### config.mk
export PLATFORM = sky130hd
export DESIGN_NAME = if_fetch
export DESIGN_NICKNAME = d
export VERILOG_FILES = /design/src/rtl/if_fetch_pkg.sv /design/src/rtl/if_bht.sv /design/src/rtl/if_fetch.sv
export SDC_FILE = /design/constraint.sdc
export NUM_CORES = 1
export LEC_CHECK = 0
export ABC_CLOCK_PERIOD_IN_PS = 10200
export CAP_MARGIN = 20
export CORE_ASPECT_RATIO = 0.5
export CORE_MARGIN = 2
export CORE_UTILIZATION = 23
export DETAILED_ROUTE_END_ITERATION = 10
export DONT_BUFFER_PORTS = 1
export GPL_TIMING_DRIVEN = 0
export SKIP_LAST_GASP = 1
export SLEW_MARGIN = 10
export SYNTH_ARGS = -nofsm -noshare
export SYNTH_HDL_FRONTEND = slang
export SYNTH_SLANG_ARGS = --single-unit
### constraint.sdc
create_clock -name clk -period 10.2 [get_ports clk]
set_clock_uncertainty 0.1 [all_clocks]
set_input_delay 1.02 -clock clk [delete_from_list [all_inputs] [get_ports clk]]
set_output_delay 1.02 -clock clk [all_outputs]
set_load 0.02 [all_outputs]
### src/rtl/if_fetch_pkg.sv
// Shared definitions for the instruction fetch stage: datapath widths,
// RISC-V opcode constants, FSM state encoding, the packet handed to issue,
// and the BHT saturating-counter step function.
package if_fetch_pkg;

    localparam int unsigned REG_DAT_W = 32;
    localparam int unsigned INS_DAT_W = 32;

    localparam logic [6:0] OPC_JAL    = 7'b1101111;
    localparam logic [6:0] OPC_JALR   = 7'b1100111;
    localparam logic [6:0] OPC_BRANCH = 7'b1100011;

    // Weakly not taken.
    localparam logic [1:0] BHT_INIT = 2'b01;

    typedef enum logic [1:0] {
        ST_REQ,
        ST_WAIT,
        ST_HOLD
    } fetch_state_t;

    typedef struct packed {
        logic [INS_DAT_W-1:0] ins;
        logic                 bj;
        logic [REG_DAT_W-1:0] pc;
        logic [REG_DAT_W-1:0] pjt;
    } is_pkt_t;

    function automatic logic [1:0] bht_next(input logic [1:0] ctr, input logic tk);
        if (tk) begin
            return (ctr == 2'b11) ? ctr : ctr + 2'd1;
        end
        return (ctr == 2'b00) ? ctr : ctr - 2'd1;
    endfunction

endpackage

### src/rtl/if_bht.sv
// Branch history table: 2^IDX_W two-bit saturating counters.
// Ports:
//   clk, rst, en : clock, synchronous active-high reset, global ready
//   rd_idx       : lookup index (from fetch PC)
//   rd_tk        : predicted taken (counter MSB), combinational
//   wr_en        : train enable (committed conditional branch)
//   wr_idx       : index of the committed branch
//   wr_tk        : actual outcome, 1 = taken
// A lookup and a training write to the same index in one cycle sees the
// pre-update counter value.
module if_bht
    import if_fetch_pkg::*;
#(
    parameter int unsigned IDX_W = 6
) (
    input  logic             clk,
    input  logic             rst,
    input  logic             en,
    input  logic [IDX_W-1:0] rd_idx,
    output logic             rd_tk,
    input  logic             wr_en,
    input  logic [IDX_W-1:0] wr_idx,
    input  logic             wr_tk
);

    localparam int unsigned DEPTH = 1 << IDX_W;

    logic [1:0] ctr [DEPTH];

    assign rd_tk = ctr[rd_idx][1];

    always_ff @(posedge clk) begin
        if (rst) begin
            for (int unsigned i = 0; i < DEPTH; i++) begin
                ctr[IDX_W'(i)] <= BHT_INIT;
            end
        end else if (en && wr_en) begin
            ctr[wr_idx] <= bht_next(ctr[wr_idx], wr_tk);
        end
    end

endmodule

### src/rtl/if_fetch.sv
// Instruction fetch stage. Owns the PC, issues one word request at a time
// to the memory controller, predicts the next PC from the returned word
// (JAL always taken, conditional branches via the BHT), and hands one
// instruction per oIS_En pulse to issue. The ROB redirects on mispredict
// (iROB_Flush) and trains the BHT on commit.
// Ports:
//   clk, rst, en      : clock, synchronous active-high reset, global ready
//   oMC_En/oMC_Addr   : fetch request, held with stable address until iMC_Done
//   iMC_Done/iMC_Ins  : response pulse and fetched instruction
//   iROB_Full         : issue cannot accept this cycle
//   iROB_Flush/Pc     : redirect pulse and target
//   iROB_BhtEn/Pc/Tk  : BHT training from committed conditional branches
//   oIS_En/Ins/Bj/Pc/Pjt : instruction to issue, prediction and next PC
module if_fetch
    import if_fetch_pkg::*;
#(
    parameter logic [REG_DAT_W-1:0] RESET_PC  = 32'h0,
    parameter int unsigned          BHT_IDX_W = 6
) (
    input  logic                 clk,
    input  logic                 rst,
    input  logic                 en,
    output logic                 oMC_En,
    output logic [REG_DAT_W-1:0] oMC_Addr,
    input  logic                 iMC_Done,
    input  logic [INS_DAT_W-1:0] iMC_Ins,
    input  logic                 iROB_Full,
    input  logic                 iROB_Flush,
    input  logic [REG_DAT_W-1:0] iROB_Pc,
    input  logic                 iROB_BhtEn,
    input  logic [REG_DAT_W-1:0] iROB_BhtPc,
    input  logic                 iROB_BhtTk,
    output logic                 oIS_En,
    output logic [INS_DAT_W-1:0] oIS_Ins,
    output logic                 oIS_Bj,
    output logic [REG_DAT_W-1:0] oIS_Pc,
    output logic [REG_DAT_W-1:0] oIS_Pjt
);

    fetch_state_t         state;
    logic [REG_DAT_W-1:0] pc;
    logic                 flush_pend;
    is_pkt_t              hold;
    is_pkt_t              out_pkt;

    logic                 bht_tk;
    logic [REG_DAT_W-1:0] imm_j;
    logic [REG_DAT_W-1:0] imm_b;
    logic [REG_DAT_W-1:0] pc_seq;
    is_pkt_t              pred;

    // Only the index bits of the training PC reach the table.
    logic unused_bht_pc;
    assign unused_bht_pc = ^{iROB_BhtPc[REG_DAT_W-1:BHT_IDX_W+2], iROB_BhtPc[1:0]};

    if_bht #(
        .IDX_W (BHT_IDX_W)
    ) u_bht (
        .clk    (clk),
        .rst    (rst),
        .en     (en),
        .rd_idx (pc[BHT_IDX_W+1:2]),
        .rd_tk  (bht_tk),
        .wr_en  (iROB_BhtEn),
        .wr_idx (iROB_BhtPc[BHT_IDX_W+1:2]),
        .wr_tk  (iROB_BhtTk)
    );

    // pc equals the outstanding request address while in WAIT, so the
    // prediction is formed against the PC of the returned word.
    always_comb begin
        imm_j = {{11{iMC_Ins[31]}}, iMC_Ins[31], iMC_Ins[19:12], iMC_Ins[20],
                 iMC_Ins[30:21], 1'b0};
        imm_b = {{19{iMC_Ins[31]}}, iMC_Ins[31], iMC_Ins[7], iMC_Ins[30:25],
                 iMC_Ins[11:8], 1'b0};
        pc_seq   = pc + REG_DAT_W'(4);
        pred.ins = iMC_Ins;
        pred.pc  = pc;
        pred.bj  = 1'b0;
        pred.pjt = pc_seq;
        case (iMC_Ins[6:0])
            OPC_JAL: begin
                pred.bj  = 1'b1;
                pred.pjt = pc + imm_j;
            end
            OPC_BRANCH: begin
                pred.bj  = bht_tk;
                pred.pjt = bht_tk ? pc + imm_b : pc_seq;
            end
            OPC_JALR: begin
                pred.bj  = 1'b0;
                pred.pjt = pc_seq;
            end
            default: ;
        endcase
    end

    always_ff @(posedge clk) begin
        if (rst) begin
            state      <= ST_REQ;
            pc         <= RESET_PC;
            flush_pend <= 1'b0;
            oMC_En     <= 1'b0;
            oMC_Addr   <= '0;
            oIS_En     <= 1'b0;
            hold       <= '0;
            out_pkt    <= '0;
        end else if (en) begin
            oIS_En <= 1'b0;
            if (iROB_Flush) begin
                pc <= iROB_Pc;
                if (state == ST_WAIT && !iMC_Done) begin
                    // A bus transaction is never aborted: keep the request
                    // up and throw its response away when it arrives.
                    flush_pend <= 1'b1;
                end else begin
                    flush_pend <= 1'b0;
                    oMC_En     <= 1'b0;
                    state      <= ST_REQ;
                end
            end else begin
                case (state)
                    ST_REQ: begin
                        oMC_En   <= 1'b1;
                        oMC_Addr <= pc;
                        state    <= ST_WAIT;
                    end
                    ST_WAIT: begin
                        if (iMC_Done) begin
                            oMC_En <= 1'b0;
                            if (flush_pend) begin
                                flush_pend <= 1'b0;
                                state      <= ST_REQ;
                            end else if (!iROB_Full) begin
                                oIS_En  <= 1'b1;
                                out_pkt <= pred;
                                pc      <= pred.pjt;
                                state   <= ST_REQ;
                            end else begin
                                hold  <= pred;
                                state <= ST_HOLD;
                            end
                        end
                    end
                    ST_HOLD: begin
                        if (!iROB_Full) begin
                            oIS_En  <= 1'b1;
                            out_pkt <= hold;
                            pc      <= hold.pjt;
                            state   <= ST_REQ;
                        end
                    end
                    default: state <= ST_REQ;
                endcase
            end
        end
    end

    assign oIS_Ins = out_pkt.ins;
    assign oIS_Bj  = out_pkt.bj;
    assign oIS_Pc  = out_pkt.pc;
    assign oIS_Pjt = out_pkt.pjt;

endmodule
; Word level (Yosys, flattened, before mapping)
; Memories as Yosys holds them, arrays and structs flattened. A register that Yosys moved wholly into a read port is not among the register bits.
; Index checks and enable logic that the tools add are counted.
[word_totals]
regBits = 263
ramBits = 128
input_bits = 104
out_inout_bits = 131
word_cells = 106
memories = 1
[memory_table]
columns = memory, words, width, rd, rd_ports_with_merged_regs, wr, line_no
row1 = u_bht.ctr, 64, 2, 2, 1, 64, if_bht.sv:28  ; logic [1:0] ctr [DEPTH];
[classes]
addsub = 5
eq_ne = 14
muxes = 52
n_bitwise = 2
n_reduce_logical = 18
[ops]
columns = operator, n
row1 = 97-bit 2-to-1 mux, 4
row2 = 97-bit case mux with 2 select lines, 1
row3 = 32-bit 2-to-1 mux, 6
row4 = 32-bit case mux with 2 select lines, 2
row5 = 32-bit adder, 2
row6 = 32-bit by 3-bit adder with 32-bit output (second input constant), 1
row7 = 2-bit 2-to-1 mux, 13
row8 = 1-bit 2-to-1 mux, 19
row9 = 6-bit 2-to-1 mux, 3
row10 = 7-bit equality test (second input constant), 2
row11 = 3-bit inequality test (second input constant), 4
row12 = 6-bit AND reduction, 2
row13 = 2-bit inequality test (second input constant), 5
row14 = 4-bit AND reduction, 2
row15 = 7-bit AND reduction, 1
row16 = 1-bit case mux with 2 select lines, 3
row17 = 2-bit case mux with 3 select lines, 1
row18 = 3-bit AND reduction, 2
row19 = 2-bit nonzero test, 3
row20 = 3-bit nonzero test, 2
row21 = 2-bit equality test (second input constant), 2
row22 = 2-bit zero test, 2
row23 = 2-bit by 1-bit adder with 2-bit output (second input constant), 1
row24 = 2-bit by 1-bit equality test with 1-bit output (second input constant), 1
row25 = other kinds (5), 7

; Depth between registers and ports, before layout
; Gate-level depths: netlist (run 1).
[logic_depth]
depth_word = 10
depth_mapped = 14
mapped_depth_nobuf = 11

; Hierarchy
; From an unflattened synthesis (run 1), not the netlist that was laid out.
[hier_totals]
hier_cells = 2446
area_unflattened_um2 = 21650.8
[modules_own_cells]
columns = module, n_inst, cells_per_inst, area_per_inst_um2
row1 = if_fetch, 1, 1855, 14465.1
row2 = if_bht, 1, 591, 7185.6

; Least setup slack after synthesis (run 1)
; OpenSTA, ideal clock, no wires.
[synth_path]
path_type = in2reg
from = input port iMC_Ins[8]
to = register out_pkt (netlist bit oIS_Pjt[17])
setup_time_ns = 0.101
t_arrival_ns = 3.733
required_ns = 9.999
slack_ns = 6.266
stages = 11
path_cell_list = ha_1 > fa_1 > a211oi_1 > o21ai_0 > a2111oi_0 > nor2_1 > a31o_2 > xnor2_1 > o22ai_1 > a211oi_1 > o41ai_1
[synth_via]
elab_chain_cells = 7
[synth_rtl]
columns = item, line_no
row1 = start: declaration, if_fetch.sv:26  ; input logic [INS_DAT_W-1:0] iMC_Ins,
row2 = 32-bit adder, if_fetch.sv:88  ; pred.pjt = bht_tk ? pc + imm_b : pc_seq;
row3 = 32-bit 2-to-1 mux, if_fetch.sv:88
row4 = 32-bit case mux with 2 select lines, if_fetch.sv:81  ; case (iMC_Ins[6:0])
row5 = 97-bit 2-to-1 mux, if_fetch.sv:134  ; end else if (!iROB_Full) begin
row6 = 97-bit 2-to-1 mux, if_fetch.sv:131  ; if (flush_pend) begin
row7 = 97-bit 2-to-1 mux, if_fetch.sv:129  ; if (iMC_Done) begin
row8 = 97-bit case mux with 2 select lines, if_fetch.sv:122  ; case (state)
row9 = end signal: assignment, if_fetch.sv:136  ; out_pkt <= pred;
row10 = end signal: assignment, if_fetch.sv:148  ; out_pkt <= hold;
row11 = end: declaration, if_fetch.sv:44  ; is_pkt_t out_pkt;
; Every way passes these cells. The select of a mux whose other input is x is not followed.
; A chain may end at the register's enable or synchronous reset.

; Final worst setup path (run 1)
[layout_path]
from = register pc[2]
to = register pc[28]
[layout_via]
elab_chain_cells = 8
elab_cells_between_ends = 10
[layout_rtl]
columns = item, line_no
row1 = start: declaration, if_fetch.sv:41  ; logic [REG_DAT_W-1:0] pc;
row2 = start signal: assignment, if_fetch.sv:111  ; pc <= iROB_Pc;
row3 = start signal: assignment, if_fetch.sv:137  ; pc <= pred.pjt;
row4 = start signal: assignment, if_fetch.sv:149  ; pc <= hold.pjt;
row5 = 32-bit by 3-bit adder with 32-bit output or 32-bit adder (tied branches), "if_fetch.sv:76, if_fetch.sv:88"
row6 = 32-bit 2-to-1 mux, if_fetch.sv:88
row7 = 32-bit case mux with 2 select lines *, if_fetch.sv:81
row8 = 32-bit 2-to-1 mux *, if_fetch.sv:134
row9 = 32-bit 2-to-1 mux *, if_fetch.sv:131
row10 = 32-bit 2-to-1 mux *, if_fetch.sv:129
row11 = 32-bit case mux with 2 select lines *, if_fetch.sv:122
row12 = 32-bit 2-to-1 mux *, if_fetch.sv:110  ; if (iROB_Flush) begin
; Mark *: on every way between the ends. The rest lies on a longest branch, timed or not. The select of a mux whose other input is x is not followed.

==> run metrics, run 1 <==
CP required 10.54 ns; Synth async-reset ratio 0; Worst path slowest cell dfxtp_1; crit-path leading delay family compound AO/OA/AOI/OAI gates; Total GRT Usage 0.178; synthesized area 0.0214 sq mm; CP startpoint kind flop; FMAX 218 MHz; Synth Net Count 2637; P_leak 7.71 nW; CTS tree built; Final Hold Vio Count 0; vias 20.4k; power density over the cells 163 mW/mm^2; DRC 0; Worst Hold Class flop to flop; Initial Utilization 0.231; maximum clock insertion buffer count 3; Filler Cells Inserted 9980; CTS sink count 395; Post-CTS Hold Buffers 0; GP Congestion 0.974; CTS resizes 0; ANT nets after route 0; Avg Cell Area, Syn 8.62 sq um; Max-Slew Margin vs Limit 0.295; status finished clean; root buffer cell clkbuf_16; IO buf count 0; min Tclk post-route 4.58 ns; Yosys top cell area share 0.250; #FFs+latches synth 395; Routed WL 89.2 mm; Skew-Pair Late Insertion Delay 0.61 ns; slew at the pin closest to its max-slew limit 1.06 ns; pre-CTS setup slack 5.41 ns; total CTS buffers 42; VDD IR-drop max 0.132 mV; RSZ-0062 raised after global routing false; fin crit share 0.449; Final setup violation count 0; DR iter-0 viols 2372; Fin Setup TNS 0 ns; number of global-route vias before repair 18.8k; Core Box Area 0.0926 sq mm; critical path class flop to flop; DR WL/cell 23.3 microns; Crit path arrival time 4.93 ns; CP endpoint kind flop; total grt overflow 0; clock-pin slew on the worst setup and hold paths 0.06 ns; CP most frequent cell o21ai_0; Syn Inst Count 2484; Max Cap Viol 0; Area contributors post-synth dfxtp_1 (25%), edfxtp_1 (18%), nand2_1 (6.4%); initial antenna violation count 22; pin count of the biggest net entering global routing 23; setup repair bufs after CTS 0; vias per cell 5.31; Post-synth top flop dfxtp_1; Final Max Slew Viols 0; iteration count of the initial detailed-routing pass 6; fin nets 2683; max incr delay on CP 0.88 ns; # IOs 235; Die ar. 0.0957 sq mm; Seq/Total Area, Yosys 0.429; number of cell rows 79; first-pass GRT wire length 128 mm; share of cells above drive strength 1 0.0582; final worst slack 5.62 ns; most frequent cells in the layout nand2_1 (367), dfxtp_1 (267), nor2_1 (247); Die Width 435 microns; H-tree Lvls 2; EDFF count, synth 128; top cell type by total area after synthesis dfxtp_1; CP cell instances ha_1, a211oi_1, o21ai_0, a2111oi_1, nor4b_1, nor2b_1, o21ai_0, a221o_1, a21oi_1, o21ai_0; Final HPWL DP 67.8 mm; CP Max Fanout 12; number of synthesis warnings 0; Area Growth Syn to Fin 13.9%; Crit path buffers/inverters 0; chip height 220 microns; most common cell after layout, fill and taps aside nand2_1; synth unique cells 95
flip-flops by register name (all words and copies together) (netlist names), 2 cells and up, named ones only:
| name | count |
|---|---|
| oMC_Addr | 32 |
| oIS_Ins | 32 |
| state | 2 |
| pc | 32 |
| hold | 96 |
| oIS_Pc | 32 |
| u_bht.ctr | 128 |
| oIS_Pjt | 31 |
layer usage:
metal / routed length [microns] / global-route usage
met5: 0 / 0
met4: 5410 / 0.112
met3: 6900 / 0.0303
met2: 43100 / 0.303
met1: 33900 / 0.209
worst register-to-register path: stages, from the launching register on:
cell	delay [ns]
dfxtp_1	0.88
ha_1	0.39
a211oi_1	0.32
o21ai_0	0.28
a2111oi_1	0.78
nor4b_1	0.24
nor2b_1	0.39
o21ai_0	0.18
a221o_1	0.32
a21oi_1	0.38
o21ai_0	0.15
where the power goes:
part           internal [mW]  switching, mW
logic                  0.213          0.444
registers               1.67         0.0957
clock network          0.872          0.685
total                   2.76           1.22
kinds of logic (layout without fill, tap and decap cells):
logic type	after synthesis	count (layout)	synth area share
other cells	0	18	0
mux	103	103	0.0571
buf+inv	255	329	0.0500
simple gates	945	945	0.201
fa+ha+maj	51	51	0.0303
flops	395	395	0.429
xor+xnor	65	65	0.0266
compound gates	670	670	0.205
stage by stage:
| stage | std cells | hold WS, ns | instance area (sq um) | utilization | power, mW |
|---|---|---|---|---|---|
| after detailed placement | 3740 | 0.348 | 23000 | 0.248 | 2.44 |
| after floorplan | 2484 | 0.336 | 21400 | - | 2.21 |
| after global placement | 3739 | 0.342 | 23000 | 0.248 | 2.43 |
| after global routing | 3829 | 0.368 | 24400 | 0.263 | 4.10 |
| after CTS | 3812 | 0.356 | 24300 | 0.263 | 3.97 |
| final | 3831 | 0.354 | 24400 | 0.263 | 3.98 |
synth_stat cells (all sizes together) (12+ instances only):
master    n
nand2   368
dfxtp   267
nor2    249
a21oi   196
clkbuf  170
o21ai   140
edfxtp  128
nor3     88
a211oi   85
mux2i    85
nand3    69
a22oi    58
buf      58
ha       47
xnor2    41
nand4    34
o211ai   31
nand3b   29
inv      27
a31oi    26
xor2     24
and3     23
nand2b   20
a221oi   16
a21o     14
nor4     13
a22o     12
mux4     12
cell type report:
type                    count  area, sq um  area share
diodes                     18         45.0     0.00185
plain buffers             228          968      0.0397
clock buffers              59         1200      0.0491
clock inverters            13          144     0.00590
inverters                  27          101     0.00416
multi-input cells        1834        11200       0.457
flip-flops and latches    395         9190       0.377
well taps                1255         1570      0.0644
repair buffers              2         16.3    0.000667
path summary, 6_finish.rpt:
check | startpoint | endpoint | slack (ns) | cells past startpoint
max | pc[2]$_SDFFE_PP0P_ | pc[28]$_SDFFE_PP0P_ | 5.62 | 10
min | hold[92]$_SDFFE_PP0P_ | hold[92]$_SDFFE_PP0P_ | 0.35 | 2
max reg2reg | pc[2]$_SDFFE_PP0P_ | pc[28]$_SDFFE_PP0P_ | 5.62 | 10
min reg2reg | hold[92]$_SDFFE_PP0P_ | hold[92]$_SDFFE_PP0P_ | 0.35 | 2
Note: power is estimated with default switching activity, not from simulation.
==> run 2, diff against run 1 <==
Settings changed: ABC_CLOCK_PERIOD_IN_PS 10200 to 3900.
Clock period 10.2 ns to 3.9 ns, I/O delays scaled along.
==> run 2 against run 1 <==
  * Sequential share of layout area shrank 0.92 points
  * Utilization increased by 0.68 points
  * Clock-buffer cell count stayed put
  * Setup slack worse by 5.6 ns
  * Combinational power increased to 2.8 times the previous value
  * Critical path type unchanged
  * Non-clock buffer count up 46
==> run metrics, run 2 (synthesized netlist as in run 1, its figures left out) <==
met3 WL 7.12 mm (+3.3%); Initial Utilization 0.231 (unchanged); combinational power share 0.172 (+0.007); Skew-Pair Late Insertion Delay 0.60 ns (about the same); GP Congestion 0.974 (unchanged); dpl cell area 0.0230 sq mm (unchanged); first-pass GRT wire length 129 mm (+1.1%); Max-Slew Margin vs Limit 0.310 (+0.0154); ANT nets after route 0 (unchanged); wl on met1 33.8 mm (-0.18%); clock-pin slew on the worst setup and hold paths 0.06 ns (about the same); Largest regs u_bht.ctr x128, hold x96; vias 20.5k (+0.50%); total grt overflow 0 (unchanged); RSZ-0062 raised after global routing true; number of cell rows 79 (unchanged); share of cells above drive strength 1 0.0684 (+0.0101); status finished clean; Area Growth Syn to Fin 16.8%; Die ar. 0.0957 sq mm (unchanged); # IOs 235 (unchanged); number of global-route vias before repair 19.2k (+2.0%); multi-input logic area 0.0113 sq mm (+1.3%); DR WL/cell 23.2 microns (-0.24%); H-tree Lvls 2 (unchanged); Final setup violation count 0 (unchanged); FMAX 259 MHz (+19%); min Tclk post-route 3.86 ns (-0.719 ns); Final Util 0.270 (+0.00675); Layout Cell Area excl Fill 0.0250 sq mm (+2.6%); Sw Ratio 0.310 (+0.00197); Final Hold Vio Count 0 (unchanged); number of flip-flops under the largest register name 128 (unchanged); VDD IR-drop max 0.345 mV (+160%); clock share of power 0.388 (-0.003); slew at the pin closest to its max-slew limit 1.04 ns (-0.0208 ns); CP required 4.26 ns (-6.28 ns); sequential share of power 0.440 (-0.004); iteration count of the initial detailed-routing pass 7 (+1); routed length on met2 43.5 mm (+0.96%); Final Max Slew Viols 0 (unchanged); fin nets 2729 (+1.7%); Final HPWL DP 67.8 mm (unchanged); chip height 220 microns (unchanged); worst reg2reg setup slack 0.04 ns (-5.58 ns); total CTS buffers 42 (unchanged); CP most frequent cell buf_6; power density over the cells 420 mW/mm^2 (+160%); Max Cap Viol 0 (unchanged); pin count of the biggest net entering global routing 23 (unchanged); net switching power 3.25 mW (+170%); CP startpoint kind flop; Routed WL 90.1 mm (+0.94%); max incr delay on CP 0.64 ns (-0.24 ns); Die Width 435 microns (unchanged); max layer used met4; Biggest register u_bht.ctr; P_leak 7.97 nW (+3.3%); Crit path arrival time 4.22 ns (-0.71 ns); Total GRT Usage 0.179 (+0.00156); CP endpoint kind flop; most common cell after layout, fill and taps aside nand2_1; Core Box Area 0.0926 sq mm (unchanged); maximum clock insertion buffer count 3 (unchanged); CTS sink count 395 (unchanged); Worst Hold Class primary input to flop; CP cell instances buf_6, buf_8, mux4_1, mux2i_1, o22a_2, a31oi_4, o21a_4, buf_6, nand2_1, o211ai_1, a22oi_1, a2111oi_4, buf_4; initial antenna violation count 17 (-23%); vias per cell 5.28 (-0.67%); Worst path slowest cell a22oi_1; DR iter-0 viols 2427 (+2.3%); min-delay src iMC_Ins[10]; Cell Int Power 7.26 mW (+160%); CP Max Fanout 10 (-2); fin crit share 0.990 (+0.541); most frequent cells in the layout nand2_1 (367), dfxtp_1 (265), nor2_1 (246); Filler Cells Inserted 9938 (-0.42%); IO buf count 0 (unchanged); CTS tree built; critical path class flop to flop; root buffer cell clkbuf_16; DRC 0 (unchanged); storage element area 0.00919 sq mm (about the same)
## run 2: worst paths after layout
kind                                                  to  depth (start not counted)
worst max-delay path                                flop                         13
worst min-delay path            oIS_Ins[10]$_SDFFE_PP0P_                          2
worst max register to register                      flop                         13
worst min register to register     hold[92]$_SDFFE_PP0P_                          2
## run 2: repair_timing
item | 4_1_cts | 5_1_grt
pin swaps | 0 | 3
hold endpoints to repair | 75 | 0
gates resized for setup | 19 | 26
endpoints found under the setup margin | 57 | 66
hold buffers | 45 | 0
buffers inserted | 0 | 2
## run 2: layout make-up
| cell class | instances | area share |
|---|---|---|
| diodes | 17 | 0.00170 |
| plain buffers | 227 | 0.0391 |
| clock buffers | 59 | 0.0479 |
| clock inverters | 13 | 0.00575 |
| inverters | 27 | 0.00405 |
| multi-input cells | 1834 | 0.452 |
| flip-flops and latches | 395 | 0.368 |
| well taps | 1255 | 0.0628 |
| repair buffers | 49 | 0.0193 |
## run 2: metal layers
layer | vias up | global-route usage
li1 | 9250 | -
met1 | 9883 | 0.208
met2 | 1078 | 0.306
met3 | 251 | 0.0316
met4 | 0 | 0.118
met5 | - | 0
## run 2: per-stage QoR
step           hold slack (ns)  instances  power, mW  setup WS, ns  TNS [ns]
5_1_grt                 0.0280       3874       10.8       -0.0194   -0.0332
2_1_floorplan            0.336       2484       5.79         0.596         0
3_5_place_dp             0.348       3740       6.38        -0.423    -18.12
4_1_cts                0.00271       3857       10.5       0.00927         0
6_report               0.00295       3876       10.5        0.0388         0
3_3_place_gp             0.342       3739       6.36         -1.07    -85.20
## run 2: worst max-delay path, delay by kind of cell (launching register included)
family / cells / cell delay (ns)
muxes: 2 / 0.89
buffers and inverters: 4 / 0.69
AOI/OAI and AO/OA: 6 / 1.63
DFF: 1 / 0.33
and+or+nand+nor: 1 / 0.07
## run 2: power groups by stage
stage	registers (mW)	logic, mW	clock network (mW)
after floorplan	4.62	1.17	0
after global placement	4.71	1.65	0
after detailed placement	4.72	1.67	0
after CTS	4.63	1.74	4.09
after global routing	4.63	1.93	4.26
final	4.63	1.81	4.08
==> run 3, diff against run 2 <==
Settings changed: ABC_CLOCK_PERIOD_IN_PS 3900 to 4450.
Clock period 3.9 ns to 4.45 ns, I/O delays scaled along.
==> run 3 against run 2 <==
  * The run now ends with hold timing left
  * Utilization shrank 0.26 points
  * Setup slack improved by 0.091 ns
  * Routed wire length is 0.33% higher
  * Largest cell class unchanged
  * Combinational power shrank 14%
  * Highest routed layer unchanged
  * Cell area shrank 0.96%
  * Global-route usage is essentially flat
  * Flip-flop and latch count did not move
  * Largest power group unchanged
  * Fmax down 11%
==> run metrics, run 3 (synthesized netlist as in run 1, its figures left out) <==
status finished, violations left; violated checks hold timing; Worst Hold Class primary input to flop; Die ar. 0.0957 sq mm (unchanged); Max-Slew Margin vs Limit 0.273 (-0.0364); Routed WL 90.4 mm (+0.33%); Initial Utilization 0.231 (unchanged); CTS sink count 395 (unchanged); H-tree Lvls 2 (unchanged); worst reg2reg endpoint oIS_Pjt[21]$_SDFFE_PP0P_; clock-pin slew on the worst setup and hold paths 0.06 ns (about the same); # IOs 235 (unchanged); ANT nets after route 0 (unchanged); Die Width 435 microns (unchanged); CTS tree built; Max Cap Viol 0 (unchanged); max incr delay on CP 0.69 ns (+0.05 ns); Area Growth Syn to Fin 15.7%; CP Max Fanout 10 (unchanged); dpl cell area 0.0230 sq mm (unchanged); pre-CTS setup slack 0.127 ns (+0.550 ns); min-delay src iMC_Ins[23]; CP endpoint kind flop; Layout Cell Area excl Fill 0.0248 sq mm (-0.96%); Fin Setup TNS 0 ns (unchanged); WHS Endpoint oIS_Ins[23]$_SDFFE_PP0P_; pin count of the biggest net entering global routing 23 (unchanged); CP cell instances inv_1, ha_1, clkbuf_1, nor2_1, nor2b_1, a21oi_1, o21ai_1, nor3_2, buf_6, clkbuf_1, clkbuf_1, o211ai_1, a21oi_1; slew at the pin closest to its max-slew limit 1.09 ns (+0.0546 ns); Hold Worst Slack -0.00455 ns (-0.00751 ns); root buffer cell clkbuf_16; Biggest register u_bht.ctr; min Tclk post-route 4.32 ns (+0.459 ns); total CTS buffers 42 (unchanged); P_leak 7.88 nW (-1.2%); Worst path slowest cell clkbuf_1; CP startpoint kind flop; most frequent cells in the layout nand2_1 (367), dfxtp_1 (266), nor2_1 (247); storage element area 0.00919 sq mm (about the same); critical path class flop to flop; share of cells above drive strength 1 0.0590 (-0.00940); chip height 220 microns (unchanged); Crit path arrival time 4.75 ns (+0.53 ns); DR iter-0 viols 2465 (+1.6%); VDD IR-drop max 0.301 mV (-13%); iteration count of the initial detailed-routing pass 6 (-1); Largest regs u_bht.ctr x128, hold x96; number of flip-flops under the largest register name 128 (unchanged); vias 20.5k (+0.15%); Final Max Slew Viols 0 (unchanged); most common cell after layout, fill and taps aside nand2_1; hold path cells 2 (unchanged); total grt overflow 0 (unchanged); first-pass GRT wire length 129 mm (+0.20%); GP Congestion 0.974 (unchanged); power after layout 9.18 mW (-13%); vias per cell 5.30 (+0.33%); DR WL/cell 23.4 microns (+0.51%); maximum clock insertion buffer count 3 (unchanged); number of cell rows 79 (unchanged); CP required 4.88 ns (+0.62 ns); power density over the cells 370 mW/mm^2 (-12%); Final setup violation count 0 (unchanged); fin crit share 0.971 (-0.0193); Final HPWL DP 67.8 mm (unchanged); Crit path buffers/inverters 5 (+1); worst r2r src state[0]$_SDFFE_PP0P_; number of global-route vias before repair 19.1k (-0.42%); RSZ-0062 raised after global routing false; Core Box Area 0.0926 sq mm (unchanged); FMAX 231 MHz (-11%); CP most frequent cell clkbuf_1; Total GRT Usage 0.180 (+0.000498); Filler Cells Inserted 9956 (+0.18%); setup repair bufs after CTS 0 (unchanged); DRC 0 (unchanged); worst reg2reg setup slack 0.13 ns (+0.09 ns); initial antenna violation count 20 (+3); crit-path leading delay family buffers and inverters; IO buf count 0 (unchanged); worst r2r path cells 13 (unchanged); final worst slack 0.130 ns (+0.0914 ns); Skew-Pair Late Insertion Delay 0.61 ns (about the same); Final Hold Vio Count 2 (+2); multi-input logic area 0.0112 sq mm (-1.2%); fin nets 2720 (-0.33%)
run 3: cell count changes in the layout (fill, tap and decap cells not counted), moves of 3 or more:
cell           before  now
a2111oi_4           3    0
clkbuf_2            9    4
a211oi_2            3    0
clkbuf_1          171  177
o21ai_0           125  133
dlygate4sd3_1      45   37
a211oi_1           82   85
a21oi_1           193  196
o21ai_1            11    5
run 3: worst max-delay path by stage:
stage | start | slack (ns) | endpoint | depth (start not counted)
floorplan | iMC_Ins[8] | 1.09 | oIS_Pjt[17]$_SDFFE_PP0P_ | 11
global placement | state[0]$_SDFFE_PP0P_ | -0.52 | oIS_Pjt[21]$_SDFFE_PP0P_ | 12
finish | state[0]$_SDFFE_PP0P_ | 0.13 | oIS_Pjt[21]$_SDFFE_PP0P_ | 13
global route | pc[1]$_SDFFE_PP0P_ | 0.02 | oIS_Pjt[29]$_SDFFE_PP0P_ | 11
detailed placement | pc[2]$_SDFFE_PP0P_ | 0.13 | pc[28]$_SDFFE_PP0P_ | 10
CTS | pc[2]$_SDFFE_PP0P_ | 0.08 | pc[28]$_SDFFE_PP0P_ | 10
run 3: power by group:
part           total (mW)  internal, mW  switching [mW]
registers            4.06          3.84           0.221
logic                1.55         0.511            1.03
clock network        3.57          2.00            1.58
total                9.18          6.35            2.83
run 3: per-layer routing:
metal	GRT usage	routed length, microns	vias up	part of all wire
met5	0	0	-	0
met4	0.116	5660	0	0.063
met3	0.0317	6930	251	0.077
met2	0.308	43700	1100	0.48
met1	0.209	34100	9904	0.38
li1	-	-	9237	-
run 3: area by class of cell:
class	instances	share of cell area
diodes	19	0.00192
plain buffers	228	0.0391
clock buffers	59	0.0483
clock inverters	13	0.00581
inverters	27	0.00409
multi-input cells	1834	0.451
flip-flops and latches	395	0.371
well taps	1255	0.0634
repair buffers	39	0.0156
run 3: stage by stage:
stage	std cells	utilization
after CTS	3849	0.267
final	3869	0.267
after detailed placement	3740	0.248
after global routing	3865	0.267
after floorplan	2484	-
after global placement	3739	0.248
run 3: repair_timing:
item                                   4_1_cts  5_1_grt
endpoints found under the hold margin       52        0
hold buffers                                37        0
resized for setup                            0        5
setup endpoints to repair                    0       16
